$ cat config.mk
export PLATFORM = sky130hd
export DESIGN_NAME = fwd_hazard_ctrl
export DESIGN_NICKNAME = d
export VERILOG_FILES = /design/src/rtl/fwd_hazard_ctrl.sv
export SDC_FILE = /design/constraint.sdc
export NUM_CORES = 1
export LEC_CHECK = 0
export ABC_CLOCK_PERIOD_IN_PS = 4700
export CORE_MARGIN = 2
export CORE_UTILIZATION = 40
export DETAILED_ROUTE_END_ITERATION = 16
export MAX_ROUTING_LAYER = met4
export PLACE_DENSITY = 0.64
export SETUP_SLACK_MARGIN = 0.05
export SKIP_CTS_REPAIR_TIMING = 1
export SYNTH_ARGS = -nofsm -noshare
export SYNTH_HDL_FRONTEND = slang
export SYNTH_SLANG_ARGS = --single-unit
export TNS_END_PERCENT = 10
$ cat constraint.sdc
create_clock -name clk -period 4.7 [get_ports clk]
set_input_delay 0.705 -clock clk [delete_from_list [all_inputs] [get_ports clk]]
set_output_delay 0.705 -clock clk [all_outputs]
set_load 0.01 [all_outputs]
$ cat src/rtl/fwd_hazard_ctrl.sv
// fwd_hazard_ctrl: forwarding and hazard controller for the 5-stage pipeline.
// Keeps shadow copies of the destination info held by the EXE and MEM stages,
// registers the EXE forwarding-mux selects one cycle after ID sampling, and
// raises a combinational stall for load-use (or any RAW hazard when
// forwarding is disabled).
//
// Ports:
//   clk, rst                 pipeline clock, asynchronous active-high reset
//   id_valid                 ID holds a real instruction
//   id_src1, id_src2         source registers (src2 also carries store data)
//   id_use_src1/2            ALU operands read src1/src2 (src2=0 -> immediate)
//   id_is_store              store instruction, data from src2
//   id_dest, id_wb_en        destination register and write-back enable
//   id_mem_read              instruction is a load
//   fwd_en                   forwarding enabled (0 = stall-only mode)
//   flush                    discard the ID instruction
//   val1_sel, val2_sel       EXE operand selects (00 RF, 01 ALU_res_MEM, 10 result_WB)
//   ST_val_sel               EXE store-value select
//   stall                    freeze PC and IF/ID, bubble into EXE (combinational)
//   stall_count              saturating count of stall cycles
module fwd_hazard_ctrl #(
   parameter int unsigned REG_ADDR_LEN = 5,
   parameter int unsigned FORW_SEL_LEN = 2,
   parameter int unsigned CNT_LEN      = 16
) (
   input  logic                    clk,
   input  logic                    rst,
   input  logic                    id_valid,
   input  logic [REG_ADDR_LEN-1:0] id_src1,
   input  logic [REG_ADDR_LEN-1:0] id_src2,
   input  logic                    id_use_src1,
   input  logic                    id_use_src2,
   input  logic                    id_is_store,
   input  logic [REG_ADDR_LEN-1:0] id_dest,
   input  logic                    id_wb_en,
   input  logic                    id_mem_read,
   input  logic                    fwd_en,
   input  logic                    flush,
   output logic [FORW_SEL_LEN-1:0] val1_sel,
   output logic [FORW_SEL_LEN-1:0] val2_sel,
   output logic [FORW_SEL_LEN-1:0] ST_val_sel,
   output logic                    stall,
   output logic [CNT_LEN-1:0]      stall_count
);

   localparam logic [FORW_SEL_LEN-1:0] SEL_RF  = FORW_SEL_LEN'(0);
   localparam logic [FORW_SEL_LEN-1:0] SEL_MEM = FORW_SEL_LEN'(1);
   localparam logic [FORW_SEL_LEN-1:0] SEL_WB  = FORW_SEL_LEN'(2);

   // Shadow EXE stage
   logic                    ex_valid;
   logic [REG_ADDR_LEN-1:0] ex_dest;
   logic                    ex_wb_en;
   logic                    ex_mem_read;

   // Shadow MEM stage
   logic                    mem_valid;
   logic [REG_ADDR_LEN-1:0] mem_dest;
   logic                    mem_wb_en;

   logic need1, need2;
   logic ex_m1, ex_m2, mem_m1, mem_m2;
   logic hazard, accept;
   logic [FORW_SEL_LEN-1:0] val1_nxt, val2_nxt, st_nxt;

   // A stage matches r when it will write r; r0 is hard-wired and never matches.
   function automatic logic stage_match(input logic v, input logic wb,
                                        input logic [REG_ADDR_LEN-1:0] dest,
                                        input logic [REG_ADDR_LEN-1:0] r);
      return v & wb & (dest == r) & (r != '0);
   endfunction

   // Youngest producer wins: EXE result (now in MEM) before the WB result.
   function automatic logic [FORW_SEL_LEN-1:0] pick(input logic use_r,
                                                    input logic ex_m,
                                                    input logic mem_m);
      if (!use_r) return SEL_RF;
      if (ex_m)   return SEL_MEM;
      if (mem_m)  return SEL_WB;
      return SEL_RF;
   endfunction

   assign need1  = id_use_src1;
   assign need2  = id_use_src2 | id_is_store;
   assign ex_m1  = stage_match(ex_valid,  ex_wb_en,  ex_dest,  id_src1);
   assign ex_m2  = stage_match(ex_valid,  ex_wb_en,  ex_dest,  id_src2);
   assign mem_m1 = stage_match(mem_valid, mem_wb_en, mem_dest, id_src1);
   assign mem_m2 = stage_match(mem_valid, mem_wb_en, mem_dest, id_src2);

   // Hazard detection: load-use only when forwarding, any EX/MEM RAW otherwise.
   always_comb begin
      hazard = 1'b0;
      if (fwd_en) begin
         hazard = ex_mem_read & ((need1 & ex_m1) | (need2 & ex_m2));
      end else begin
         hazard = (need1 & (ex_m1 | mem_m1)) | (need2 & (ex_m2 | mem_m2));
      end
   end

   assign stall  = id_valid & ~flush & hazard;
   assign accept = id_valid & ~flush & ~hazard;

   // Next-cycle selects; anything not accepted or in stall-only mode reads the RF.
   always_comb begin
      val1_nxt = SEL_RF;
      val2_nxt = SEL_RF;
      st_nxt   = SEL_RF;
      if (accept && fwd_en) begin
         val1_nxt = pick(id_use_src1, ex_m1, mem_m1);
         val2_nxt = pick(id_use_src2, ex_m2, mem_m2);
         st_nxt   = pick(id_is_store, ex_m2, mem_m2);
      end
   end

   // Shadow pipeline, registered selects and stall counter.
   always_ff @(posedge clk or posedge rst) begin
      if (rst) begin
         ex_valid    <= 1'b0;
         ex_dest     <= '0;
         ex_wb_en    <= 1'b0;
         ex_mem_read <= 1'b0;
         mem_valid   <= 1'b0;
         mem_dest    <= '0;
         mem_wb_en   <= 1'b0;
         val1_sel    <= SEL_RF;
         val2_sel    <= SEL_RF;
         ST_val_sel  <= SEL_RF;
         stall_count <= '0;
      end else begin
         mem_valid <= ex_valid;
         mem_dest  <= ex_dest;
         mem_wb_en <= ex_wb_en;
         if (accept) begin
            ex_valid    <= 1'b1;
            ex_dest     <= id_dest;
            ex_wb_en    <= id_wb_en;
            ex_mem_read <= id_mem_read;
         end else begin
            ex_valid    <= 1'b0;
            ex_dest     <= '0;
            ex_wb_en    <= 1'b0;
            ex_mem_read <= 1'b0;
         end
         val1_sel   <= val1_nxt;
         val2_sel   <= val2_nxt;
         ST_val_sel <= st_nxt;
         if (stall && (stall_count != '1)) begin
            stall_count <= stall_count + CNT_LEN'(1);
         end
      end
   end

endmodule

; After elaboration in Yosys (flattened, before gate mapping)
; Index checks and enable logic that the tools add are counted.
[word_totals]
ff_bits = 37
input_bits = 25
output_inout_bits = 23
[classes]
add_sub_neg = 1
n_eq_ne = 5
mux = 51
bitwise = 25
reduce_logical = 4
[op_table]
columns = cell, n
row1 = $mux W2, 21
row2 = $mux W1, 29
row3 = $eq A5 B5 Y1, 4
row4 = $and A1 B1 Y1, 18
row5 = $add A16 B1 Y16 const B, 1
row6 = $ne A16 B16 Y1 const B, 1
row7 = $reduce_bool A5 Y1, 2
row8 = $mux W5, 1
row9 = $or A1 B1 Y1, 5
row10 = $logic_and A1 B1 Y1, 2
row11 = $not A1 Y1, 2

; Longest topological paths before layout
[logic_depth]
ltp_word = 20
mapped_depth = 8
depth_no_buf = 6

; Least setup slack after synthesis
; No wires, ideal clock.
[synth_path]
path_type = input to output
startpoint = input port id_src2[2]
endpoint = output port stall
arrival_time_ns = 1.960
t_required_ns = 3.995
path_slack_ns = 2.035
cell_stages = 7
path_buffers = 1
cell_sequence = xor2_1 nor4_1 a32o_2 a21bo_1 buf_6 and2_4 nor2b_1
[synth_via]
elab_chain_cells = 8
elab_cells_between_ends = 15
[synth_rtl]
columns = item, line
row1 = "start, declared", 30  ; input logic [REG_ADDR_LEN-1:0] id_src2,
row2 = $eq A5 B5 Y1, 70  ; return v & wb & (dest == r) & (r != '0);
row3 = $and A1 B1 Y1 (2 in a row), 70
row4 = $or A1 B1 Y1 / $and A1 B1 Y1 (equally long branches), "96, 94"
row5 = $and A1 B1 Y1 / $or A1 B1 Y1 (equally long branches), "96, 94"
row6 = $or A1 B1 Y1 / $and A1 B1 Y1 (equally long branches), "96, 94"
row7 = $mux W1 *, 93  ; if (fwd_en) begin
row8 = $and A1 B1 Y1 *, 100  ; assign stall = id_valid & ~flush & hazard;
row9 = "end, declared", 42  ; output logic stall,
; Mark *: on every way between the ends. The rest lies on a longest branch, timed or not.

; Worst setup path in the final report
; Ends and elaborated chain as after synthesis.

==> metrics.cfg <==
[routing]
drtIter0Drc=128
wl_mm=4.15
drc=0
avgRoutedWirePerCell_um=15.1
ant_nets=0
vias=1456
via_per_inst=5.31
drt_first_pass_iters=4

[cells_and_area]
diodes=0
multiInputGateArea_um2=867
fin_util_pct=55.9
fin_area_mm2=0.00245
area_delta_synth_final_pct=32.9
final_cells=274
seqCellArea_um2=926
drive_above_1_share_pct=7.66
final_nets=247
nFillCells=366

[pwr]
seqPwrFrac_pct=54.0
combPwrFrac_pct=10.1
ir_drop_v=0.000139
pwr-share-clk_pct=35.9
powerDensity_mw_per_mm2=249
p_int_mw=0.458
fin_total_pwr_mw=0.609
power.switching_mw=0.151
p_sw_share_pct=24.8
power_leakage_nw=1.05

[worst_hold_path]
hp-class=register to register
hold_path_depth=0

[placed_design]
placed_area_mm2=0.00236
dp_hpwl_mm=3.11
place_ws_ns=0.785
port_buffers=47
gp_congestion=0.888
dpl.cell_count=266

[sta]
setup_ws_ns=0.731
period_needed_ns=3.97
tightest_slew_ns=1.26
setup_viol=0
rsz0062_at_grt=no
skew_ns=0.00599
fin_tns_setup_ns=0
relSlewSlack_pct=14.8
maxSlewViolCount=0
period_share_pct=84.4
report.final.hold_viol_count=0
fmax_mhz=252
holdWs_ns=0.408

[status]
status=completed

[global_routing]
grt_start_max_net_pins=38
grt_pass1_wl_mm=7.13
track_usage_pct=18.1
grt-ovfl-total=0
antenna_found_initial=0
first_global_vias=1469

[cts]
insertion_delay_ns=0.29
cts_made_buffers=5
cts_tree=done
clk_pin_slew_worst_paths_ns=0.07
h-tree-depth=2
clk_path_buf_depth=2
cts-root-buf=clkbuf_8
clock-sinks=37

[synthesis]
synthTopCellsByArea=dfrtp_1 50%, xnor2_1 10%, xor2_1 6.7%
synth_cell_types=32
ys_seq_area_share_pct=50.2
ys.warnings.count=0
yosysTopAreaCell=dfrtp_1
synth_top_cell_area_share_pct=50.2
ys_async_sr_fraction_pct=100
syn_inst=169
syn-num-nets=195
synth_flop_cell=dfrtp_1
ys_seq_elements=37
synth_edf_count=0
synth.avg_cell_area_um2=10.9
synth_area_mm2=0.00184

[die]
ios=48
die_area_mm2=0.00517
num_rows=24
dieHeight_um=71.9
design.core.area_mm2=0.00438
start_util_pct=42.0
die_w_um=71.9

[critical_path]
start_kind=input pin
reg2regPathDepth=6
cpMaxStageDelayCell=clkdlybuf4s50_1
worstPathMaxFanout=17
max_stage_delay_ns=0.54
path_class=input pin to output pin
endpoint_kind=output pin
crit_required_ns=3.99
cp_data_arrival_time_ns=3.26
worstPathCellList=clkdlybuf4s50_1, xor2_1, nor4_1, a32o_2, a21bo_1, buf_4, and2_4, nor2b_1, clkdlybuf4s50_1
path_common_cell=clkdlybuf4s50_1

[run]
maxCapViolations=0

-- cells in the final DEF, fill, tap and decap left out, types with 2 or more instances in the layout --
cell / instances
clkinv_2: 2
xnor2_1: 21
nor2_1: 10
nor3_1: 9
and4_1: 3
nand2_1: 10
buf_4: 2
nand3_1: 6
dfrtp_1: 37
xor2_1: 14
nor4_1: 3
and2_1: 10
inv_1: 5
and3_1: 5
nand4_1: 16
clkbuf_8: 5
clkdlybuf4s50_1: 47
-- metal layers --
| layer | up-vias | wire length [µm] | track usage [%] |
|---|---|---|---|
| li1 | 696 | - | - |
| met1 | 707 | 1900 | 23.4 |
| met2 | 47 | 1970 | 27.2 |
| met3 | 6 | 235 | 5.91 |
| met4 | 0 | 38 | 5.45 |
| met5 | - | 0 | - |
-- cells by family after synthesis --
family	after synthesis	synth area share (%)
XOR/XNOR	35	16.6
buffers and inverters	9	2.72
adder cells (fa/ha/maj)	1	0.679
multiplexers	1	0.814
flip-flops	37	50.2
AND/OR/NAND/NOR	80	24.9
AO/OA/AOI/OAI	6	4.01
-- layout make-up --
class / count / share of cell area (%)
well taps: 52 / 2.66
clock inverters: 3 / 0.715
multi-input cells: 123 / 35.4
clock buffers: 5 / 2.81
repair buffers: 49 / 19.8
inverters: 5 / 0.766
flip-flops and latches: 37 / 37.8
-- flip-flops by register name (all words and copies together), names as in the netlist --
| name | cells |
|---|---|
| ex_valid | 1 |
| ex_mem_read | 1 |
| val2_sel | 2 |
| mem_wb_en | 1 |
| mem_valid | 1 |
| ST_val_sel | 2 |
| ex_wb_en | 1 |
| stall_count | 16 |
| mem_dest | 5 |
| val1_sel | 2 |
| ex_dest | 5 |
-- final timing paths --
kind,slack (ns),from,end
max,0.73,id_src2[2],stall
min,0.41,ex_valid$_DFF_PP0_,mem_valid$_DFF_PP0_
max reg2reg,2.10,stall_count[0]$_DFFE_PP0P_,stall_count[1]$_DFFE_PP0P_
min reg2reg,0.41,ex_valid$_DFF_PP0_,mem_valid$_DFF_PP0_
max in group asynchronous,3.56,rst,ST_val_sel[0]$_DFF_PP0_
min in group asynchronous,0.82,rst,stall_count[5]$_DFFE_PP0P_
-- power groups by stage --
stage	clock network, mW	logic, mW	registers [mW]
global placement	0	0.0594	0.335
global route	0.238	0.0683	0.330
floorplan	0	0.0304	0.334
CTS	0.224	0.0616	0.329
detailed placement	0	0.0612	0.335
finish	0.218	0.0616	0.329
-- worst max-delay path: cells and delay by family --
family	cells	cell delay, ns
compound gates	2	0.34
xor+xnor	1	0.18
buf+inv	3	1.24
simple gates	3	0.79
-- cells in the mapped netlist, types with 2 or more instances --
| master | count |
|---|---|
| nor2_1 | 10 |
| and4_1 | 3 |
| nor4_1 | 3 |
| xor2_1 | 14 |
| xnor2_1 | 21 |
| nand3_1 | 6 |
| nand2_1 | 10 |
| nor3_1 | 9 |
| and2_1 | 10 |
| and3_1 | 5 |
| nand4_1 | 16 |
| inv_1 | 5 |
| buf_6 | 2 |
| dfrtp_1 | 37 |
Note: power is estimated with default switching activity, not from simulation.
